**config.mk**
```make
export PLATFORM = sky130hd
export DESIGN_NAME = seq_shift_add_mult32
export DESIGN_NICKNAME = d
export VERILOG_FILES = /design/src/rtl/seq_shift_add_mult32.sv
export SDC_FILE = /design/constraint.sdc
export NUM_CORES = 1
export LEC_CHECK = 0
export ABC_AREA = 1
export ABC_CLOCK_PERIOD_IN_PS = 3000
export BUFFER_PORTS_ARGS = -buffer_cell sky130_fd_sc_hd__buf_2
export CORE_MARGIN = 4
export CORE_UTILIZATION = 40
export CTS_CLUSTER_DIAMETER = 30
export DETAILED_ROUTE_END_ITERATION = 10
export SLEW_MARGIN = 0
export SYNTH_ARGS = -nofsm -noshare
export SYNTH_HDL_FRONTEND = slang
export SYNTH_SLANG_ARGS = --single-unit
```
**constraint.sdc**
```tcl
create_clock -name clk -period 3 [get_ports clk]
set_input_delay 0.45 -clock clk [delete_from_list [all_inputs] [get_ports clk]]
set_output_delay 0.45 -clock clk [all_outputs]
set_load 0.005 [all_outputs]
```
**src/rtl/seq_shift_add_mult32.sv**
```systemverilog
// seq_shift_add_mult32
//   Iterative unsigned WIDTH x WIDTH -> 2*WIDTH shift-add multiplier. It retires one product
//   bit per clock through an internal carry-select adder. A start/done handshake fronts it,
//   and it sits in the ALU execute path.
//
// Ports:
//   clk      rising-edge clock
//   rst_n    asynchronous active-low reset; aborts any in-flight operation
//   start    request, sampled only while idle
//   a        multiplicand, captured when start is accepted
//   b        multiplier, captured when start is accepted
//   busy     high from acceptance until the done cycle inclusive
//   done     one-cycle pulse; product is valid
//   product  {hi, lo}; holds its value until the next accepted start
//   hi_nz    product[63:32] != 0, i.e. the result does not fit in WIDTH bits
//
// Timing: start is accepted at edge E. 32 CALC edges follow, so done is high in the cycle
// after edge E+32. The unit returns to idle one edge later, giving one multiply every 34
// cycles.

module seq_shift_add_mult32 #(
  parameter int unsigned WIDTH = 32,
  parameter int unsigned CNT_W = 5
) (
  input  logic               clk,
  input  logic               rst_n,
  input  logic               start,
  input  logic [WIDTH-1:0]   a,
  input  logic [WIDTH-1:0]   b,
  output logic               busy,
  output logic               done,
  output logic [2*WIDTH-1:0] product,
  output logic               hi_nz
);

  localparam int unsigned           BlkW    = 4;
  localparam int unsigned           NumBlk  = WIDTH / BlkW;
  localparam logic [CNT_W-1:0]      CntLast = CNT_W'(WIDTH - 1);

  typedef enum logic [1:0] {
    StIdle,
    StCalc,
    StDone
  } state_e;

  state_e           r_state;
  logic [CNT_W-1:0] r_count;
  logic [WIDTH-1:0] r_m;
  logic [WIDTH-1:0] r_hi;
  logic [WIDTH-1:0] r_lo;
  logic             r_busy;
  logic             r_done;

  // Adder operands: A = hi, B = multiplicand gated by the current multiplier bit, Cin = 0.
  logic [WIDTH-1:0] w_addend;
  logic [WIDTH-1:0] w_sum;
  logic [NumBlk:0]  w_carry;
  logic             w_cout;

  assign w_addend   = r_lo[0] ? r_m : '0;
  assign w_carry[0] = 1'b0;

  // Carry-select adder. Each 4-bit block precomputes its sum for both carry-in values, and
  // the incoming block carry then selects between them.
  for (genvar g = 0; g < NumBlk; g++) begin : g_csa
    logic [BlkW:0] w_s0;
    logic [BlkW:0] w_s1;

    assign w_s0 = {1'b0, r_hi[g*BlkW +: BlkW]} + {1'b0, w_addend[g*BlkW +: BlkW]};
    assign w_s1 = {1'b0, r_hi[g*BlkW +: BlkW]} + {1'b0, w_addend[g*BlkW +: BlkW]}
                  + (BlkW + 1)'(1);

    assign w_sum[g*BlkW +: BlkW] = w_carry[g] ? w_s1[BlkW-1:0] : w_s0[BlkW-1:0];
    assign w_carry[g+1]          = w_carry[g] ? w_s1[BlkW]     : w_s0[BlkW];
  end

  assign w_cout = w_carry[NumBlk];

  always_ff @(posedge clk or negedge rst_n) begin
    if (!rst_n) begin
      r_state <= StIdle;
      r_count <= '0;
      r_m     <= '0;
      r_hi    <= '0;
      r_lo    <= '0;
      r_busy  <= 1'b0;
      r_done  <= 1'b0;
    end else begin
      r_done <= 1'b0;
      unique case (r_state)
        StIdle: begin
          if (start) begin
            r_m     <= a;
            r_hi    <= '0;
            r_lo    <= b;
            r_count <= '0;
            r_busy  <= 1'b1;
            r_state <= StCalc;
          end
        end
        StCalc: begin
          // The carry-out becomes the new MSB of hi, so no carry is ever lost. The sum LSB
          // shifts into lo, replacing the multiplier bit that was just consumed.
          r_hi    <= {w_cout, w_sum[WIDTH-1:1]};
          r_lo    <= {w_sum[0], r_lo[WIDTH-1:1]};
          r_count <= r_count + CNT_W'(1);
          if (r_count == CntLast) begin
            r_state <= StDone;
            r_done  <= 1'b1;
          end
        end
        StDone: begin
          // Any start seen in this cycle is dropped. The unit always passes through idle.
          r_busy  <= 1'b0;
          r_state <= StIdle;
        end
        default: begin
          r_busy  <= 1'b0;
          r_state <= StIdle;
        end
      endcase
    end
  end

  assign busy    = r_busy;
  assign done    = r_done;
  assign product = {r_hi, r_lo};
  assign hi_nz   = |r_hi;

endmodule
```
==> Word level (Yosys, flattened, before mapping) <==
Index checks and enable logic that the tools add are counted.
{ "word_totals": {"register_bits": 105, "input_bits": 67, "wordCells": 63} }
{ "classes": {"n_addsub": 16, "eq_ne": 4, "n_mux": 28, "bitwise": 1, "n_reduce_logical": 7} }
{ "ops": {"columns": ["cell", "n"], "rows": [
  ["32-bit one-hot mux with 2 select lines", 2],
  ["32-bit two-way mux", 3],
  ["4-bit by 4-bit adder with 5-bit output", 8],
  ["5-bit by 1-bit adder with 5-bit output, second input constant", 8],
  ["32-bit OR reduction", 1],
  ["4-bit two-way mux", 7],
  ["1-bit two-way mux", 10],
  ["5-bit one-hot mux with 2 select lines", 1],
  ["2-bit AND reduction", 4],
  ["5-bit == test, second input constant", 1],
  ["5-bit two-way mux", 1],
  ["2-bit two-way mux", 2],
  ["2-bit != test, second input constant", 2],
  ["2-bit one-hot mux with 2 select lines", 1],
  ["2-bit by 1-bit == test with 1-bit output, second input constant", 1],
  ["2-bit zero test", 1],
  ["1-bit one-hot mux with 2 select lines", 1],
  ["2-bit nonzero test", 1],
  ["1-bit NOT", 1]
]} }

==> Logic depth before layout (Yosys ltp) <==
{ "depth": {"word_depth": 11, "depth_mapped": 25} }

==> Worst setup path after synthesis <==
Ideal clock, no wire load.
{ "synth_path": {"path_type": "register to register", "start": "register r_lo[0]", "end": "register r_hi[27]", "setup_ns": 0.117, "arrival_ns": 2.997, "required_ns": 2.883, "slack_ns": -0.114, "stages_incl_launch_ff": 23, "synth_period_minus_slack_ns": 3.114, "path_cell_list": "dfrtp_1 -> clkbuf_1 -> clkbuf_1 -> nand2_1 -> inv_1 -> ha_1 -> fa_1 -> ha_1 -> nand3_2 -> nor2_2 -> nand3_1 -> nand2_1 -> nand2_2 -> nand2_2 -> nand3_1 -> nand2_2 -> nand2_2 -> nand2_4 -> nand2_4 -> nand3_2 -> nand3_1 -> nand3_1 -> nand2_1"} }
{ "synth_via": {"elab_chain_len": 11, "word_cells_on_any_way": 24} }
{ "synth_lines": {"columns": ["element", "line_no", "rtl"], "rows": [
  ["from (decl)", "50", "logic [WIDTH-1:0] r_lo;"],
  ["from (signal assigned)", "105", "r_lo <= {w_sum[0], r_lo[WIDTH-1:1]};"],
  ["32-bit two-way mux (*)", "60", "assign w_addend = r_lo[0] ? r_m : '0;"],
  ["4-bit by 4-bit adder with 5-bit output", "69, 70", null],
  ["5-bit by 1-bit adder with 5-bit output", "71", "+ (BlkW + 1)'(1);"],
  ["1-bit two-way mux (6 in a row)", "74", "assign w_carry[g+1] = w_carry[g] ? w_s1[BlkW] : w_s0[BlkW];"],
  ["4-bit two-way mux (*)", "73", "assign w_sum[g*BlkW +: BlkW] = w_carry[g] ? w_s1[BlkW-1:0] : w_s0[BlkW-1:0];"],
  ["32-bit one-hot mux with 2 select lines (*)", "90", "unique case (r_state)"],
  ["to (signal assigned)", "104", "r_hi <= {w_cout, w_sum[WIDTH-1:1]};"],
  ["to (decl)", "49", "logic [WIDTH-1:0] r_hi;"]
]} }
Every way passes the cells marked *; elsewhere a longest branch is shown, timed or not.
A chain may end at the register's enable or synchronous reset.

==> Final worst setup path <==
{ "layout_path": {"start": "register r_lo[0]", "end": "register r_hi[28]"} }
The elaborated chain is that of the path after synthesis.

==> metrics.txt <==
Final Worst Setup Slack 40.63 ps; worst slew pin tran 800.1 ps; Initial Util 41.08%; ys async rst share 100.0%; global routing's busiest layer met2; post-synth net total 842; Placeable Area 15260 um^2; global-route wire length before repair 26.55 mm; die area 17740 um^2; Worst-Skew Late Latency 360 ps; Die Y 133.2 um; total gr overflow 0; hold buffer count at cts 0; CTS max path bufs 2; Post-synth top cells nand2_1 (134), inv_1 (122), dfrtp_1 (105); via count 5466; top post-synthesis cells by area dfrtp_1 (42%), ha_1 (8.2%), nand2_1 (8.0%); area of the multi-input gates 3395 um^2; Cell Count, Final, Fillers Out 1095; Synth area leader dfrtp_1; Max Clock Skew 7.898 ps; final setup fails 0; TritonCTS clock tree built; Die Width 133.2 um; placement-stage cell area 7388 um^2; DPL Wire Length 11.59 mm; Sequential Area 2628 um^2; Mapped Cells 726; Final Max Slew Viols 0; Post-synth EDFFs 0; final hold violations 0; Mapped Area 6269 um^2; Top FF cell, synth dfrtp_1; Reg-to-Reg Start r_lo[0]$_DFFE_PN0P_; Area growth syn-to-layout 27.70%; met2 global-route usage 30.39%; routability cong. 0.8724; largest net degree at the start of global routing 60; met3 usage 5.740%; count leader, synth nand2_1; post-route minimum period 2959 ps; Inst Count DP 1073; outcome completed; clk root buf clkbuf_16; clock-pin slew on the worst setup and hold paths 80 ps; met1 GRT Util 23.32%; FP Rows 45; kind of critical path flip-flop to flip-flop; # port buffers 133; Final Cell Area 8005 um^2; CP Data Arrival Time 3210 ps; Worst Setup SP r_lo[0]$_DFFE_PN0P_; CP required 3250 ps; Initial DRC Count 255; Routed Antenna Nets 0; initial antenna violation count 0; RSZ-0062 raised after global routing yes; io pins 134; Setup WS pre-CTS 28.82 ps; Highest Clock Rate 337.9 MHz; htree depth 3; GRT Total Usage 18.36%; Yosys top cell area share 41.92%; layout cells sized above 1 32.35%; Sink Count 105; MaxCap Viol Count 0; sequential fraction of the synthesis area 41.92%; Routed WL per cell 14.66 um; vias in the first global route 5385; Post-route DRC 0; routed vias/inst 4.992; Num CTS Buffers 9; CP startpoint kind flip-flop; crit end category flip-flop; Synth cell types 37; fill count 1474; Slew headroom 46.66%; Yosys reg bits 105; syn avg cell area 8.634 um^2; Hold WC Path Type input pin to async pin; Layout Nets 995; number of diodes 0; Tcrit/Tclk final 98.65%; synth warn 0; Routed WL 16.05 mm; crit path max fanout 5; DR pass1 iterations 4
critical path, stage by stage, from the launching register on:
cell and delay (ps):
dfrtp_1 400, nand2_1 70, inv_1 40, ha_2 170, fa_1 510, ha_2 200, nand3_2 100, nor2_4 150
nand3_1 160, nand3_2 170, nand2_4 70, nand2_4 100, nand3_4 140, nand2_8 140, nand2_4 80, nand3_4 100
nand3b_1 110, nand3_2 70, nand2_1 50
state kept, by name, indices dropped and copies added, names as in the netlist:
signal,cells
r_hi,32
r_m,32
r_state,2
r_lo,32
done,1
r_count,5
busy,1
kinds of logic after synthesis:
logic type / synth area share [%]
buffers and inverters: 8.942
adders and majority gates: 10.74
AOI/OAI and AO/OA: 12.08
xor gates and xnor gates: 2.655
muxes: 5.749
DFF: 41.92
and+or+nand+nor: 17.92
layer usage:
metal	part of all wire (%)	vias up
li1	-	2709
met1	43	2624
met2	50	123
met3	6.2	10
met4	0.88	0
met5	0	-
layout make-up:
| type | count | area share (%) |
|---|---|---|
| clock buffers | 10 | 2.985 |
| clock inverters | 6 | 0.7033 |
| inverters | 124 | 5.846 |
| multi-input cells | 472 | 42.40 |
| flip-flops and latches | 105 | 32.82 |
| well taps | 211 | 3.298 |
| repair buffers | 167 | 11.94 |
metrics by stage:
stage                     util (%)  hold WS, ps  TNS (ps)
after global placement       48.42        459.8         0
after detailed placement     48.42        470.8         0
after floorplan                  -        154.4    -516.5
after global routing         52.46        243.1     -1998
final                        52.46        163.0         0
after CTS                    50.36        203.6         0
placed cells by master (no fill, tap or decap), types with 5 or more instances in the layout:
| master | synthesis | final |
|---|---|---|
| mux2_2 | 32 | 32 |
| o22ai_1 | 9 | 9 |
| clkbuf_16 | 0 | 9 |
| nand4_1 | 8 | 8 |
| nand3_4 | 0 | 8 |
| nor2_1 | 32 | 29 |
| xor2_1 | 13 | 11 |
| buf_2 | 1 | 132 |
| nand3_2 | 7 | 15 |
| nand2_2 | 8 | 9 |
| a21oi_1 | 13 | 12 |
| o21ai_0 | 54 | 48 |
| a22oi_1 | 24 | 24 |
| fa_1 | 8 | 7 |
| nand2_1 | 134 | 127 |
| nand2_4 | 3 | 5 |
| ha_2 | 0 | 5 |
| ha_1 | 41 | 33 |
| o21ai_1 | 4 | 10 |
| inv_2 | 2 | 10 |
| xnor2_1 | 6 | 5 |
| nor4_1 | 7 | 7 |
| dfrtp_1 | 105 | 105 |
| buf_4 | 0 | 31 |
| nand3_1 | 41 | 25 |
| inv_1 | 122 | 112 |
final timing paths:
path	endpoint	slack, ps	depth (start not counted)
max	r_hi[28]$_DFFE_PN0P_	40	18
min	r_m[3]$_DFFE_PN0P_	160	1
max reg2reg	r_hi[28]$_DFFE_PN0P_	40	18
min reg2reg	r_count[0]$_DFFE_PN0P_	500	1
max in group asynchronous	r_hi[27]$_DFFE_PN0P_	2090	2
min in group clk	r_m[12]$_DFFE_PN0P_	320	2
timing repair:
action	4_1_cts	5_1_grt
buffers inserted	0	6
gates resized for setup	0	70
endpoints found under the setup margin	0	19
Power is left out: the tool's default activity adds up to more than one toggle a clock period on the data nets, which glitch-free logic cannot reach.
